===== src/rtl/gpr_wb_arbiter_if.sv =====
// Write-back bus between the ALU/LSU/MDU producers, the arbiter and the GPR write ports.
interface gpr_wb_arbiter_if #(
  parameter int unsigned GPR_DEPTH = 5,
  parameter int unsigned GPR_WIDTH = 32
);
  logic                 alu_valid;
  logic [GPR_DEPTH-1:0] alu_waddr;
  logic [GPR_WIDTH-1:0] alu_wd;
  logic                 lsu_valid;
  logic                 lsu_ready;
  logic [GPR_DEPTH-1:0] lsu_waddr;
  logic [GPR_WIDTH-1:0] lsu_wd;
  logic                 mdu_valid;
  logic                 mdu_ready;
  logic [GPR_DEPTH-1:0] mdu_waddr;
  logic [GPR_WIDTH-1:0] mdu_wd;
  logic                 wr0;
  logic [GPR_DEPTH-1:0] waddr0;
  logic [GPR_WIDTH-1:0] wd0;
  logic                 wr1;
  logic [GPR_DEPTH-1:0] waddr1;
  logic [GPR_WIDTH-1:0] wd1;
  logic                 busy;

  modport slave (
    input  alu_valid, alu_waddr, alu_wd,
    input  lsu_valid, lsu_waddr, lsu_wd,
    input  mdu_valid, mdu_waddr, mdu_wd,
    output lsu_ready, mdu_ready,
    output wr0, waddr0, wd0, wr1, waddr1, wd1, busy
  );

  modport master (
    output alu_valid, alu_waddr, alu_wd,
    output lsu_valid, lsu_waddr, lsu_wd,
    output mdu_valid, mdu_waddr, mdu_wd,
    input  lsu_ready, mdu_ready,
    input  wr0, waddr0, wd0, wr1, waddr1, wd1, busy
  );
endinterface


===== src/rtl/gpr_wb_arbiter.sv =====
// GPR write-back arbiter: ALU on port 0, queued LSU/MDU results on port 1,
// with idle-port hold so the unqualified GPR read bypass stays coherent.
module gpr_wb_arbiter #(
  parameter int unsigned GPR_DEPTH = 5,
  parameter int unsigned GPR_WIDTH = 32,
  parameter int unsigned Q_DEPTH   = 4
) (
  input  logic            clk,
  input  logic            rst_n,
  gpr_wb_arbiter_if.slave bus
);
  localparam int unsigned PW = (Q_DEPTH > 1) ? $clog2(Q_DEPTH) : 1;
  localparam int unsigned CW = $clog2(Q_DEPTH + 1);
  localparam logic [CW-1:0] FULL_CNT = CW'(Q_DEPTH);
  localparam logic [CW-1:0] MDU_CNT  = CW'(Q_DEPTH - 1);

  typedef struct packed {
    logic [GPR_DEPTH-1:0] addr;
    logic [GPR_WIDTH-1:0] data;
  } entry_t;

  entry_t               q_mem [Q_DEPTH];
  logic [PW-1:0]        head;
  logic [PW-1:0]        tail;
  logic [CW-1:0]        count;

  logic                 wr0_q, wr1_q;
  logic [GPR_DEPTH-1:0] waddr0_q, waddr1_q;
  logic [GPR_WIDTH-1:0] wd0_q, wd1_q;

  logic   lsu_rdy, mdu_rdy;
  logic   lsu_push, mdu_push;
  logic   deq, drop, issue;
  entry_t hd;

  // Ready depends only on the registered count, never on any valid.
  assign lsu_rdy = (count < FULL_CNT);
  assign mdu_rdy = (count < MDU_CNT);

  always_comb begin
    lsu_push = bus.lsu_valid && lsu_rdy;
    mdu_push = bus.mdu_valid && mdu_rdy;
    hd       = q_mem[head];
    deq      = (count != '0);
    drop     = deq && bus.alu_valid && (hd.addr == bus.alu_waddr);
    issue    = deq && !drop;
  end

  // LSU takes the first free slot when both producers transfer together.
  always_ff @(posedge clk) begin
    if (lsu_push)
      q_mem[tail] <= '{addr: bus.lsu_waddr, data: bus.lsu_wd};
    if (mdu_push)
      q_mem[lsu_push ? tail + PW'(1) : tail] <= '{addr: bus.mdu_waddr, data: bus.mdu_wd};
  end

  always_ff @(posedge clk or negedge rst_n) begin
    if (!rst_n) begin
      head  <= '0;
      tail  <= '0;
      count <= '0;
    end else begin
      head  <= head + PW'(deq);
      tail  <= tail + PW'(lsu_push) + PW'(mdu_push);
      count <= count + CW'(lsu_push) + CW'(mdu_push) - CW'(deq);
    end
  end

  // An idle port keeps its address; if the other port writes that address,
  // the idle port's data follows so the bypass matches the stored value.
  always_ff @(posedge clk or negedge rst_n) begin
    if (!rst_n) begin
      wr0_q    <= 1'b0;
      waddr0_q <= '0;
      wd0_q    <= '0;
      wr1_q    <= 1'b0;
      waddr1_q <= '0;
      wd1_q    <= '0;
    end else begin
      wr0_q <= bus.alu_valid;
      wr1_q <= issue;
      if (bus.alu_valid) begin
        waddr0_q <= bus.alu_waddr;
        wd0_q    <= bus.alu_wd;
      end else if (issue && (hd.addr == waddr0_q)) begin
        wd0_q    <= hd.data;
      end
      if (issue) begin
        waddr1_q <= hd.addr;
        wd1_q    <= hd.data;
      end else if (bus.alu_valid && (bus.alu_waddr == waddr1_q)) begin
        wd1_q    <= bus.alu_wd;
      end
    end
  end

  assign bus.lsu_ready = lsu_rdy;
  assign bus.mdu_ready = mdu_rdy;
  assign bus.wr0       = wr0_q;
  assign bus.waddr0    = waddr0_q;
  assign bus.wd0       = wd0_q;
  assign bus.wr1       = wr1_q;
  assign bus.waddr1    = waddr1_q;
  assign bus.wd1       = wd1_q;
  assign bus.busy      = (count != '0) || wr0_q || wr1_q;
endmodule


===== src/flat_wrapper.sv =====
// flat-port wrapper written by rule: the top's interface ports become plain ports
module gpr_wb_arbiter_flat 
#(
  parameter int unsigned GPR_DEPTH = 5,
  parameter int unsigned GPR_WIDTH = 32,
  parameter int unsigned Q_DEPTH   = 4
)
  (clk, rst_n, bus_alu_valid, bus_alu_waddr, bus_alu_wd, bus_lsu_valid, bus_lsu_waddr, bus_lsu_wd, bus_mdu_valid, bus_mdu_waddr, bus_mdu_wd, bus_lsu_ready, bus_mdu_ready, bus_wr0, bus_waddr0, bus_wd0, bus_wr1, bus_waddr1, bus_wd1, bus_busy);
  gpr_wb_arbiter_if #(.GPR_DEPTH(GPR_DEPTH), .GPR_WIDTH(GPR_WIDTH)) bus_i ();
  input  logic clk;
  input  logic rst_n;
  input wire logic [$bits(bus_i.alu_valid)-1:0] bus_alu_valid;
  input wire logic [$bits(bus_i.alu_waddr)-1:0] bus_alu_waddr;
  input wire logic [$bits(bus_i.alu_wd)-1:0] bus_alu_wd;
  input wire logic [$bits(bus_i.lsu_valid)-1:0] bus_lsu_valid;
  input wire logic [$bits(bus_i.lsu_waddr)-1:0] bus_lsu_waddr;
  input wire logic [$bits(bus_i.lsu_wd)-1:0] bus_lsu_wd;
  input wire logic [$bits(bus_i.mdu_valid)-1:0] bus_mdu_valid;
  input wire logic [$bits(bus_i.mdu_waddr)-1:0] bus_mdu_waddr;
  input wire logic [$bits(bus_i.mdu_wd)-1:0] bus_mdu_wd;
  output wire logic [$bits(bus_i.lsu_ready)-1:0] bus_lsu_ready;
  output wire logic [$bits(bus_i.mdu_ready)-1:0] bus_mdu_ready;
  output wire logic [$bits(bus_i.wr0)-1:0] bus_wr0;
  output wire logic [$bits(bus_i.waddr0)-1:0] bus_waddr0;
  output wire logic [$bits(bus_i.wd0)-1:0] bus_wd0;
  output wire logic [$bits(bus_i.wr1)-1:0] bus_wr1;
  output wire logic [$bits(bus_i.waddr1)-1:0] bus_waddr1;
  output wire logic [$bits(bus_i.wd1)-1:0] bus_wd1;
  output wire logic [$bits(bus_i.busy)-1:0] bus_busy;
  assign bus_i.alu_valid = bus_alu_valid;
  assign bus_i.alu_waddr = bus_alu_waddr;
  assign bus_i.alu_wd = bus_alu_wd;
  assign bus_i.lsu_valid = bus_lsu_valid;
  assign bus_i.lsu_waddr = bus_lsu_waddr;
  assign bus_i.lsu_wd = bus_lsu_wd;
  assign bus_i.mdu_valid = bus_mdu_valid;
  assign bus_i.mdu_waddr = bus_mdu_waddr;
  assign bus_i.mdu_wd = bus_mdu_wd;
  assign bus_lsu_ready = bus_i.lsu_ready;
  assign bus_mdu_ready = bus_i.mdu_ready;
  assign bus_wr0 = bus_i.wr0;
  assign bus_waddr0 = bus_i.waddr0;
  assign bus_wd0 = bus_i.wd0;
  assign bus_wr1 = bus_i.wr1;
  assign bus_waddr1 = bus_i.waddr1;
  assign bus_wd1 = bus_i.wd1;
  assign bus_busy = bus_i.busy;
  gpr_wb_arbiter #(.GPR_DEPTH(GPR_DEPTH), .GPR_WIDTH(GPR_WIDTH), .Q_DEPTH(Q_DEPTH)) u_core (.clk(clk), .rst_n(rst_n), .bus(bus_i));
endmodule

===== config.mk =====
export PLATFORM = sky130hd
export DESIGN_NAME = gpr_wb_arbiter_flat
export DESIGN_NICKNAME = d
export VERILOG_FILES = /design/src/rtl/gpr_wb_arbiter_if.sv /design/src/rtl/gpr_wb_arbiter.sv /design/src/flat_wrapper.sv
export SDC_FILE = /design/constraint.sdc
export NUM_CORES = 1
export LEC_CHECK = 0
export CORE_ASPECT_RATIO = 0.5
export CORE_UTILIZATION = 58
export DETAILED_ROUTE_END_ITERATION = 6
export PLACE_DENSITY = 0.86
export REMOVE_ABC_BUFFERS = 1
export SYNTH_ARGS = -nofsm -noshare
export SYNTH_HDL_FRONTEND = slang
export SYNTH_SLANG_ARGS = --single-unit

===== constraint.sdc =====
create_clock -name clk -period 6.5 [get_ports clk]
set_input_delay 0.65 -clock clk [delete_from_list [all_inputs] [get_ports clk]]
set_output_delay 0.65 -clock clk [all_outputs]
set_load 0.05 [all_outputs]

==> metrics.csv, run 1 <==
stage,metric,value,unit
status,outcome,completed,
floorplanning,std_cell_rows,36,
global_routing,globalRoute.totalOverflow,0,
placement,buffer_ports.inserted,194,
synth,synth-main-ff-cell,edfxtp_1,
power_and_ir_drop,irDropWorstVdd,0.2345,mV
synth,synthDistinctLibCells,40,
detailed_routing,remaining_drcs,0,
clock_network,clock_path_buffers,3,
global_routing,via_count_of_the_first_global_routing_pass,8042,
global_routing,grt_pass1_wl,45200,um
synth,synth.yosys.warnings,0,
synth,syn_avg_cell_area,14.60,um2
synth,post_synth_instance_area,11580,um2
sta,fmax,233.5,MHz
sta,finalSetupViolations,0,
floorplanning,fp.dieW,201.8,um
sta,post-route-worst-setup-slack,2217,ps
run,max_cap_viol_count,0,
placement,pre_cts_slack,2217,ps
sta,worst_hold_slack,357.7,ps
worst_setup_path,path_class,reg2reg,
floorplanning,io_pins,195,
sta,tns,0,ps
detailed_routing,route.detailed.vias_per_inst,6.260,
sta,final.setup_skew,11.08,ps
detailed_routing,wl_per_cell,23.81,um
worst_setup_path,crit_path_max_fanout,42,
sta,maxSlewHeadroom,19.26,%
worst_setup_path,worstPathArrival,4660,ps
floorplanning,starting_density_of_the_core,59.38,%
sta,final_report_hold_violation_count,0,
synth,async_flop_share,35.93,%
floorplanning,die_height,101.9,um
sta,worst_pin_slew,1207,ps
layout,layout.cells.most_common,clkdlybuf4s50_1,
clock_network,insertion_delay,490,ps
layout,synthToLayoutAreaGrowth,23.77,%
clock_network,cts_resized,0,
global_routing,grt_max_degree,84,
clock_network,cts_tree,yes,
synth,postSynthCellCount,793,
detailed_routing,dr_total_vias,7744,
worst_setup_path,critical_path.endpoint_type,flip-flop,
clock_network,clk_pin_slew_worst_paths,70,ps
sta,number_of_slew_limit_violations_in_the_final_report,0,
layout,final_nets,1082,
layout,fillCellCount,1201,
placement,place.gp.congestion,0.7870,
layout,layout-drive-gt1-share,27.42,%
synth,ys_ff_latch,231,
placement,place_hpwl,17200,um
detailed_routing,dr.pass1.iters,5,
sta,grt_setup_unrepaired,no,
synth,synthTopCellsByArea,"edfxtp_1 (38%), dfrtp_1 (18%), mux2_2 (15%)",
floorplanning,fp.dieArea,20570,um2
power_and_ir_drop,power_per_cell_area,456.2,nW/um2
clock_network,post_cts_setup_repair_buffer_count,0,
layout,layout_common_cells,"clkdlybuf4s50_1 (192), mux2_2 (154), edfxtp_1 (148)",
synth,synth_largest_area_cell,edfxtp_1,
detailed_routing,totalWireLength,29460,um
min_path,min_delay_worst_type,in2async,
clock_network,htreeDepth,1,
sta,layout_worst_path_cycle_share,65.89,%
clock_network,numCtsBuffers,21,
worst_setup_path,startpoint_type,flip-flop,
power_and_ir_drop,total_leakage_power,4.968,nW
clock_network,clock-sinks,231,
synth,synth-edff-count,148,
detailed_routing,first_iter_violations,693,
clock_network,cts_hold_buf,0,
global_routing,grt.total_usage,28.72,%
detailed_routing,drtAntennaViolNets,0,
worst_setup_path,required,6880,ps
floorplanning,core-area,19500,um2
sta,min_period,4283,ps
synth,synth_largest_type_area_fraction,38.38,%
global_routing,number_of_antenna_violations_at_the_first_check_in_global_routing,0,
clock_network,cts.root.buffer_cell,clkbuf_16,
synth,synth_sequential_area_ratio,56.31,%
==> logic make-up (layout without fill, tap and decap cells) <==
logic type	count (synthesis)	after routing	synth area share (%)
AO/OA/AOI/OAI	140	140	7.984
XOR/XNOR	19	19	1.437
other	0	1	0
multiplexers	231	231	25.67
adder cells (fa/ha/maj)	10	10	1.275
AND/OR/NAND/NOR	86	86	4.084
flip-flops	231	231	56.31
buffers and inverters	76	253	3.241
==> where the power goes <==
part	switching, mW	internal (mW)
clock	0.530	0.707
sequential	0.295	2.11
combinational	1.75	1.14
total	2.58	3.96
==> critical path, cell delays in order, from the launching register on <==
cell and delay (ps):
dfrtp_4 1000, mux4_2 650, xnor2_1 150, o311a_1 240, o2111ai_4 630, nand2_2 1050, mux2_2 410
==> cell type report <==
class | instances | area (um2) | area share [%]
flip-flops and latches | 231 | 6526 | 45.53
diodes | 1 | 2.502 | 0.01746
repair buffers | 203 | 2002 | 13.97
clock inverters | 4 | 43.79 | 0.3055
well taps | 266 | 332.8 | 2.322
multi-input cells | 486 | 4746 | 33.11
clock buffers | 33 | 631.9 | 4.408
inverters | 13 | 48.80 | 0.3404
==> synth_stat cells (4+ instances only) <==
cell      number
buf_4          7
xor2_1         7
buf_6          6
nand3_1        4
buf_2         15
mux2i_1       36
ha_1           7
dfrtp_1       83
mux4_2        37
clkbuf_1      28
inv_1         11
xnor2_1       12
nand2_1        6
o21ai_1       12
edfxtp_1     148
nor2b_1       32
nor3_1        36
mux2_2       154
o21ai_2       18
mux2_1         4
a21oi_1       66
a41oi_1       32
buf_1          7
==> path summary, 6_finish.rpt <==
| kind | startpoint | endpoint | slack (ps) | cells after the start |
|---|---|---|---|---|
| min in group clk | u_core.bus.wd0[25]$_DFFE_PN0P_ | u_core.bus.wd0[25]$_DFFE_PN0P_ | 530 | 2 |
| min | rst_n | u_core.bus.wd1[2]$_DFFE_PN0P_ | 360 | 1 |
| min reg2reg | u_core.bus.wd0[25]$_DFFE_PN0P_ | u_core.bus.wd0[25]$_DFFE_PN0P_ | 530 | 2 |
| max reg2reg | u_core.head[0]$_DFF_PN0_ | u_core.bus.waddr1[0]$_DFFE_PN0N_ | 2220 | 6 |
| max in group asynchronous | rst_n | u_core.head[0]$_DFF_PN0_ | 5270 | 1 |
| max | u_core.head[0]$_DFF_PN0_ | u_core.bus.waddr1[0]$_DFFE_PN0N_ | 2220 | 6 |
==> registers in the layout, indices dropped and copies added (netlist names) <==
name and cells:
u_core.bus.wd0 32, u_core.tail 2, u_core.q_mem 148, u_core.bus.waddr0 5
u_core.bus.wr1 1, u_core.bus.wd1 32, u_core.head 2, u_core.bus.wr0 1
u_core.bus.waddr1 5, u_core.count 3
==> metal layers <==
| metal | vias up | part of all wire [%] | global-route usage [%] |
|---|---|---|---|
| li1 | 3413 | - | - |
| met1 | 3938 | 42 | 39.18 |
| met3 | 47 | 6.4 | 3.699 |
| met5 | - | 0 | 0 |
| met4 | 0 | 1.9 | 8.100 |
| met2 | 346 | 50 | 49.41 |
==> through the flow <==
| step | cells | area, um2 | utilization, % | total power [mW] |
|---|---|---|---|---|
| floorplan | 730 | 11250 | - | 4.314 |
| global placement | 1199 | 13660 | 70.02 | 5.210 |
| detailed placement | 1199 | 13660 | 70.02 | 5.311 |
| CTS | 1236 | 14330 | 73.48 | 6.546 |
| global route | 1236 | 14330 | 73.48 | 6.810 |
| finish | 1237 | 14330 | 73.49 | 6.539 |
No activity file was read; power rests on OpenSTA's default activity.
==> run 2, diff against run 1 <==
--- a/config.mk
+++ b/config.mk
@@ -6,9 +6,9 @@
 export NUM_CORES = 1
 export LEC_CHECK = 0
 export CORE_ASPECT_RATIO = 0.5
-export CORE_UTILIZATION = 58
+export CORE_UTILIZATION = 49
 export DETAILED_ROUTE_END_ITERATION = 6
-export PLACE_DENSITY = 0.86
+export PLACE_DENSITY = 0.77
 export REMOVE_ABC_BUFFERS = 1
 export SYNTH_ARGS = -nofsm -noshare
 export SYNTH_HDL_FRONTEND = slang
==> constraint.sdc (replaced) <==
create_clock -name clk -period 3.93 [get_ports clk]
set_input_delay 0.393 -clock clk [delete_from_list [all_inputs] [get_ports clk]]
set_output_delay 0.393 -clock clk [all_outputs]
set_load 0.05 [all_outputs]
==> metrics.csv, run 2 (synthesis gave the netlist of run 1 again) <==
stage,metric,value,unit,change
status,outcome,completed,,
sta,fmax,321.9,MHz,+38%
power_and_ir_drop,pwr-share-comb,45.3,%,+1.1 points
floorplanning,fp.dieArea,24290,um2,+18%
floorplanning,starting_density_of_the_core,50.39,%,-9.0 points
detailed_routing,drtAntennaViolNets,0,,unchanged
power_and_ir_drop,clockPowerShare,19.6,%,+0.7 points
worst_setup_path,r2r_slack,820,ps,-1390 ps
worst_setup_path,reg2reg_from,u_core.head[0]$_DFF_PN0_,,
clock_network,clock-sinks,231,,unchanged
placement,place_hpwl,19570,um,+14%
sta,finalSetupViolations,0,,unchanged
placement,buffer_ports.inserted,194,,unchanged
clock_network,cts_tree,yes,,
power_and_ir_drop,power_per_cell_area,754.5,nW/um2,+65%
placement,place.gp.congestion,0.8060,,+2.4%
power_and_ir_drop,swShare,39.39,%,-0.061 points
detailed_routing,first_iter_violations,538,,-22%
floorplanning,fp.dieW,219.4,um,+8.7%
power_and_ir_drop,p_switching,4.331,mW,+68%
detailed_routing,wl_per_cell,23.34,um,-2.0%
power_and_ir_drop,irDropWorstVdd,0.3710,mV,+58%
detailed_routing,dr.pass1.iters,5,,unchanged
floorplanning,core-area,22980,um2,+18%
clock_network,clk_pin_slew_worst_paths,70,ps,about the same
clock_network,cts_hold_buf,1,,+1
sta,maxSlewHeadroom,45.38,%,+26 points
placement,pre_cts_slack,820.8,ps,-1396 ps
layout,layout.cells.most_common,clkdlybuf4s50_1,,
worst_setup_path,rr_endpoint,u_core.bus.wd1[20]$_DFFE_PN0P_,,
clock_network,numCtsBuffers,22,,+4.8%
layout,layout.area.seq,6526,um2,unchanged
sta,min_period,3107,ps,-1176 ps
clock_network,htreeDepth,1,,unchanged
detailed_routing,dr_total_vias,7675,,-0.89%
sta,grt_setup_unrepaired,no,,
sta,post-route-worst-setup-slack,823.4,ps,-1394 ps
clock_network,cts.root.buffer_cell,clkbuf_16,,
floorplanning,io_pins,195,,unchanged
detailed_routing,route.detailed.vias_per_inst,5.918,,-5.5%
sta,layout_worst_path_cycle_share,79.05,%,+13 points
worst_setup_path,startpoint_type,flip-flop,,
layout,layout-drive-gt1-share,28.99,%,+1.6 points
layout,multi_input_area,4746,um2,unchanged
clock_network,cts_resized,0,,unchanged
min_path,min_delay_worst_type,in2async,,
layout,largest_register_ff_count,148,,unchanged
clock_network,clock_path_buffers,3,,unchanged
run,max_cap_viol_count,0,,unchanged
worst_setup_path,crit_path_max_fanout,33,,-21%
layout,final_nets,1100,,+1.7%
global_routing,number_of_antenna_violations_at_the_first_check_in_global_routing,0,,unchanged
worst_setup_path,critical_path.endpoint_type,flip-flop,,
worst_setup_path,required,4360,ps,-2520 ps
layout,insertedDiodeCount,0,,-1
floorplanning,die_height,110.7,um,+8.6%
detailed_routing,remaining_drcs,0,,unchanged
sta,final.setup_skew,10.01,ps,-1.067 ps
detailed_routing,totalWireLength,30270,um,+2.8%
worst_setup_path,path_class,reg2reg,,
global_routing,globalRoute.totalOverflow,0,,unchanged
power_and_ir_drop,total_leakage_power,5.072,nW,+2.1%
clock_network,insertion_delay,510,ps,+20 ps
sta,final_report_hold_violation_count,0,,unchanged
global_routing,grt_pass1_wl,46620,um,+3.1%
layout,registers.top_by_ff_count,u_core.q_mem,,
sta,number_of_slew_limit_violations_in_the_final_report,0,,unchanged
sta,worst_pin_slew,819.3,ps,-387.6 ps
sta,worst_hold_slack,468.2,ps,+110.5 ps
layout,fillCellCount,1692,,+41%
global_routing,grt.total_usage,25.28,%,-3.4 points
layout,synthToLayoutAreaGrowth,25.84,%,
power_and_ir_drop,p_int,6.664,mW,+68%
global_routing,via_count_of_the_first_global_routing_pass,8068,,+0.32%
worst_setup_path,worst-r2r-cell-count,8,,+2
layout,layout_common_cells,"clkdlybuf4s50_1 (191), mux2_2 (154), edfxtp_1 (148)",,
floorplanning,std_cell_rows,39,,+8.3%
power_and_ir_drop,power.share.sequential,35.1,%,-1.7 points
clock_network,post_cts_setup_repair_buffer_count,0,,unchanged
worst_setup_path,worstPathArrival,3530,ps,-1130 ps
global_routing,grt_max_degree,71,,-15%
-- run 2: changes by cell type in the layout (fill, tap and decap cells not counted), sizes merged --
cell / before / now
buf: 11 / 28
clkbuf: 33 / 29
diode: 1 / 0
clkdlybuf4s50: 192 / 191
bufinv: 1 / 2
clkinvlp: 0 / 3
clkinv: 5 / 8
dlygate4sd3: 0 / 1
-- run 2: area by class of cell --
type                            instances  area share, %
Tap cell                              307          2.636
Clock buffer                           29          4.241
Inverter                               13         0.3348
Clock inverter                         11         0.7469
Sequential cell                       231          44.78
Multi-Input combinational cell        486          32.56
Timing Repair Buffer                  220          14.70
-- run 2: critical path, stage by stage (launching register included) --
cell and delay, ps:
dfrtp_4 580, mux4_2 600, xnor2_1 150, o311a_1 160
o2111ai_4 110, buf_4 430, nand2_2 430, buf_4 370
a21oi_1 170
-- run 2: power groups by stage --
stage / Clock (mW) / Combinational [mW] / Sequential (mW)
after floorplan: 0 / 2.26 / 4.87
after global placement: 0 / 4.87 / 3.87
after detailed placement: 0 / 4.97 / 3.90
after CTS: 2.19 / 5.00 / 3.86
after global routing: 2.29 / 5.28 / 3.93
final: 2.16 / 4.98 / 3.86
-- run 2: how the worst max path moves through the flow --
stage                     cells after the start                       from                              to
after floorplan                               6  u_core.count[2]$_DFF_PN0_       u_core.count[1]$_DFF_PN0_
after global placement                        8   u_core.head[0]$_DFF_PN0_  u_core.bus.wd1[13]$_DFFE_PN0P_
after detailed placement                      8   u_core.head[0]$_DFF_PN0_  u_core.bus.wd1[31]$_DFFE_PN0P_
after CTS                                     8   u_core.head[0]$_DFF_PN0_  u_core.bus.wd1[29]$_DFFE_PN0P_
after global routing                          8   u_core.head[0]$_DFF_PN0_  u_core.bus.wd1[31]$_DFFE_PN0P_
final                                         8   u_core.head[0]$_DFF_PN0_  u_core.bus.wd1[20]$_DFFE_PN0P_
-- run 2: stage by stage --
stage | std cells | power [mW] | util [%] | setup TNS, ps | instance area (um2)
floorplan | 730 | 7.135 | - | -244600 | 11250
global placement | 1256 | 8.744 | 60.20 | 0 | 13840
detailed placement | 1256 | 8.868 | 60.20 | 0 | 13840
CTS | 1297 | 11.05 | 63.41 | 0 | 14570
global route | 1297 | 11.49 | 63.41 | 0 | 14570
finish | 1297 | 11.00 | 63.41 | 0 | 14570
-- run 2: routing by layer --
layer  global-route usage [%]  wire length [um]  vias to the layer above
li1                         -                 -                     3436
met1                    35.95             13330                     3956
met2                    41.62             14870                      256
met3                    3.813              1717                       27
met4                    4.630               350                        0
met5                        0                 0                        -
==> run 3, diff against run 2 <==
--- a/config.mk
+++ b/config.mk
@@ -6,9 +6,9 @@
 export NUM_CORES = 1
 export LEC_CHECK = 0
 export CORE_ASPECT_RATIO = 0.5
-export CORE_UTILIZATION = 49
+export CORE_UTILIZATION = 54
 export DETAILED_ROUTE_END_ITERATION = 6
-export PLACE_DENSITY = 0.77
+export PLACE_DENSITY = 0.81
 export REMOVE_ABC_BUFFERS = 1
 export SYNTH_ARGS = -nofsm -noshare
 export SYNTH_HDL_FRONTEND = slang
==> constraint.sdc (replaced) <==
create_clock -name clk -period 3.2 [get_ports clk]
set_input_delay 0.32 -clock clk [delete_from_list [all_inputs] [get_ports clk]]
set_output_delay 0.32 -clock clk [all_outputs]
set_load 0.05 [all_outputs]
==> metrics.csv, run 3 (synthesis gave the netlist of run 1 again) <==
stage,metric,value,unit,change
sta,finalSetupViolations,0,,unchanged
worst_setup_path,worstPathCellList,nor3_2 > clkinv_1 > buf_4 > or3_1 > buf_4,,
power_and_ir_drop,power.share.sequential,36.1,%,+1.0 points
sta,post-route-worst-setup-slack,421.6,ps,-401.8 ps
worst_setup_path,path_class,reg2out,,
floorplanning,fp.dieArea,22070,um2,-9.1%
sta,grt_setup_unrepaired,no,,
global_routing,use_met2,44.05,%,+2.4 points
floorplanning,io_pins,195,,unchanged
global_routing,met3_usage,3.456,%,-0.36 points
worst_setup_path,path_buf_inv,3,,+1
detailed_routing,drtAntennaViolNets,0,,unchanged
worst_setup_path,crit_path_max_fanout,35,,+6.1%
detailed_routing,remaining_drcs,0,,unchanged
global_routing,globalRoute.busiestLayer,met2,,
worst_setup_path,worstPathArrival,2460,ps,-1070 ps
clock_network,clock_path_buffers,3,,unchanged
clock_network,cts_tree,yes,,
worst_setup_path,required,2880,ps,-1480 ps
power_and_ir_drop,swShare,39.80,%,+0.40 points
worst_setup_path,startpoint_type,flip-flop,,
sta,worst_hold_slack,435.0,ps,-33.22 ps
detailed_routing,first_iter_violations,579,,+7.6%
floorplanning,die_height,105.6,um,-4.7%
layout,layout-drive-gt1-share,28.50,%,-0.49 points
sta,final_report_hold_violation_count,0,,unchanged
layout,multi_input_area,4746,um2,unchanged
run,max_cap_viol_count,0,,unchanged
min_path,min-delay-start,bus_alu_wd[29],,
worst_setup_path,critical_path.endpoint_type,output port,,
placement,pre_cts_slack,459.8,ps,-361.0 ps
layout,synthToLayoutAreaGrowth,24.78,%,
clock_network,cts.root.buffer_cell,clkbuf_16,,
sta,number_of_slew_limit_violations_in_the_final_report,0,,unchanged
detailed_routing,wl_per_cell,22.77,um,-2.4%
floorplanning,core-area,20790,um2,-9.6%
floorplanning,fp.dieW,209.1,um,-4.7%
sta,final.setup_skew,16.99,ps,+6.977 ps
global_routing,grt.total_usage,26.41,%,+1.1 points
placement,buffer_ports.inserted,194,,unchanged
clock_network,numCtsBuffers,21,,-4.5%
sta,tns,0,ps,unchanged
clock_network,clock-sinks,231,,unchanged
global_routing,grt_max_degree,71,,unchanged
clock_network,htreeDepth,1,,unchanged
sta,maxSlewHeadroom,40.04,%,-5.3 points
global_routing,number_of_antenna_violations_at_the_first_check_in_global_routing,0,,unchanged
power_and_ir_drop,pwr-share-comb,46.3,%,+1.0 points
sta,fmax,359.9,MHz,
worst_setup_path,worst_path_most_repeated_cell,buf_4,,
power_and_ir_drop,p_int,7.925,mW,+19%
layout,registers.top_by_ff_count,u_core.q_mem,,
layout,layout.cells.most_common,clkdlybuf4s50_1,,
floorplanning,std_cell_rows,37,,-5.1%
floorplanning,starting_density_of_the_core,55.72,%,+5.3 points
layout,fillCellCount,1420,,-16%
power_and_ir_drop,p_switching,5.239,mW,+21%
layout,largest_register_ff_count,148,,unchanged
power_and_ir_drop,total_leakage_power,5.043,nW,-0.59%
worst_setup_path,cpMaxStageDelayCell,nor3_2,,
power_and_ir_drop,power_per_cell_area,910.9,nW/um2,+21%
worst_setup_path,reg2reg_from,u_core.head[0]$_DFF_PN0_,,
layout,final_nets,1104,,+0.36%
power_and_ir_drop,clockPowerShare,17.6,%,-2.0 points
global_routing,grt_util_met1,37.10,%,+1.2 points
global_routing,via_count_of_the_first_global_routing_pass,8109,,+0.51%
clock_network,clk_pin_slew_worst_paths,60,ps,about the same
global_routing,globalRoute.totalOverflow,0,,unchanged
status,outcome,completed,,
detailed_routing,dr_total_vias,7745,,+0.91%
sta,worst_pin_slew,899.3,ps,+80.07 ps
power_and_ir_drop,design_power_total,13.16,mW,+20%
sta,layout_worst_path_cycle_share,86.83,%,
min_path,min_delay_worst_type,in2reg,,
detailed_routing,dr.pass1.iters,5,,unchanged
placement,place.gp.congestion,0.8279,,+2.7%
layout,layout.area.seq,6526,um2,unchanged
clock_network,cts_resized,0,,unchanged
worst_setup_path,largest_delay_share_family_worst_path,simple AND/OR/NAND/NOR gates,,
clock_network,cts_hold_buf,1,,unchanged
sta,min_period,2778,ps,
global_routing,grt_pass1_wl,45040,um,-3.4%
worst_setup_path,setup.worst_path.start,u_core.count[2]$_DFF_PN0_,,
clock_network,post_cts_setup_repair_buffer_count,0,,unchanged
clock_network,insertion_delay,500,ps,about the same
layout,insertedDiodeCount,0,,unchanged
placement,place_hpwl,19130,um,-2.3%
power_and_ir_drop,irDropWorstVdd,0.4242,mV,+14%
layout,layout_common_cells,"clkdlybuf4s50_1 (191), mux2_2 (154), edfxtp_1 (148)",,
detailed_routing,totalWireLength,28820,um,-4.8%
detailed_routing,route.detailed.vias_per_inst,6.118,,+3.4%
worst_setup_path,critical-path-max-stage-delay,480,ps,-120 ps
-- run 3: cell type report --
cell class / instances / share of cell area, %
sequential: 231 / 45.16
multi-input combinational: 486 / 32.84
timing repair buffer: 225 / 15.17
clock buffer: 33 / 3.948
tap: 273 / 2.364
inverter: 13 / 0.3377
clock inverter: 5 / 0.1818
-- run 3: power by group through the flow --
stage               combinational [mW]  clock (mW)  sequential, mW
floorplan                         2.78           0            5.98
CTS                               6.12        2.32            4.76
global route                      6.47        2.42            4.85
global placement                  5.96           0            4.76
finish                            6.09        2.32            4.76
detailed placement                6.09           0            4.81
-- run 3: worst paths after layout --
path | to | slack [ps] | cells past startpoint
max in group asynchronous | u_core.bus.wd0[19]$_DFFE_PN0P_ | 1960 | 3
setup reg to reg | u_core.bus.waddr1[0]$_DFFE_PN0N_ | 460 | 6
hold reg to reg | u_core.bus.wd0[24]$_DFFE_PN0P_ | 530 | 2
hold / removal | u_core.bus.wd0[29]$_DFFE_PN0P_ | 430 | 3
setup / recovery | bus_busy | 420 | 5
min in group asynchronous | u_core.bus.wd1[4]$_DFFE_PN0P_ | 490 | 2
-- run 3: stage by stage --
step                      instances  util (%)  area (um2)
after detailed placement       1227     66.60       13840
after floorplan                 730         -       11250
after global placement         1227     66.60       13840
final                          1266     69.52       14450
after CTS                      1266     69.52       14450
after global routing           1266     69.52       14450
-- run 3: metal layers --
metal	share of wire [%]	vias to the layer above
li1	-	3465
met1	44	3974
met2	49	260
met3	4.6	46
met4	2.3	0
met5	0	-
-- run 3: tightest hold or removal path, stage by stage --
cell	delay (ps)
clkdlybuf4s50_1	420
nor2b_1	110
a21oi_1	50
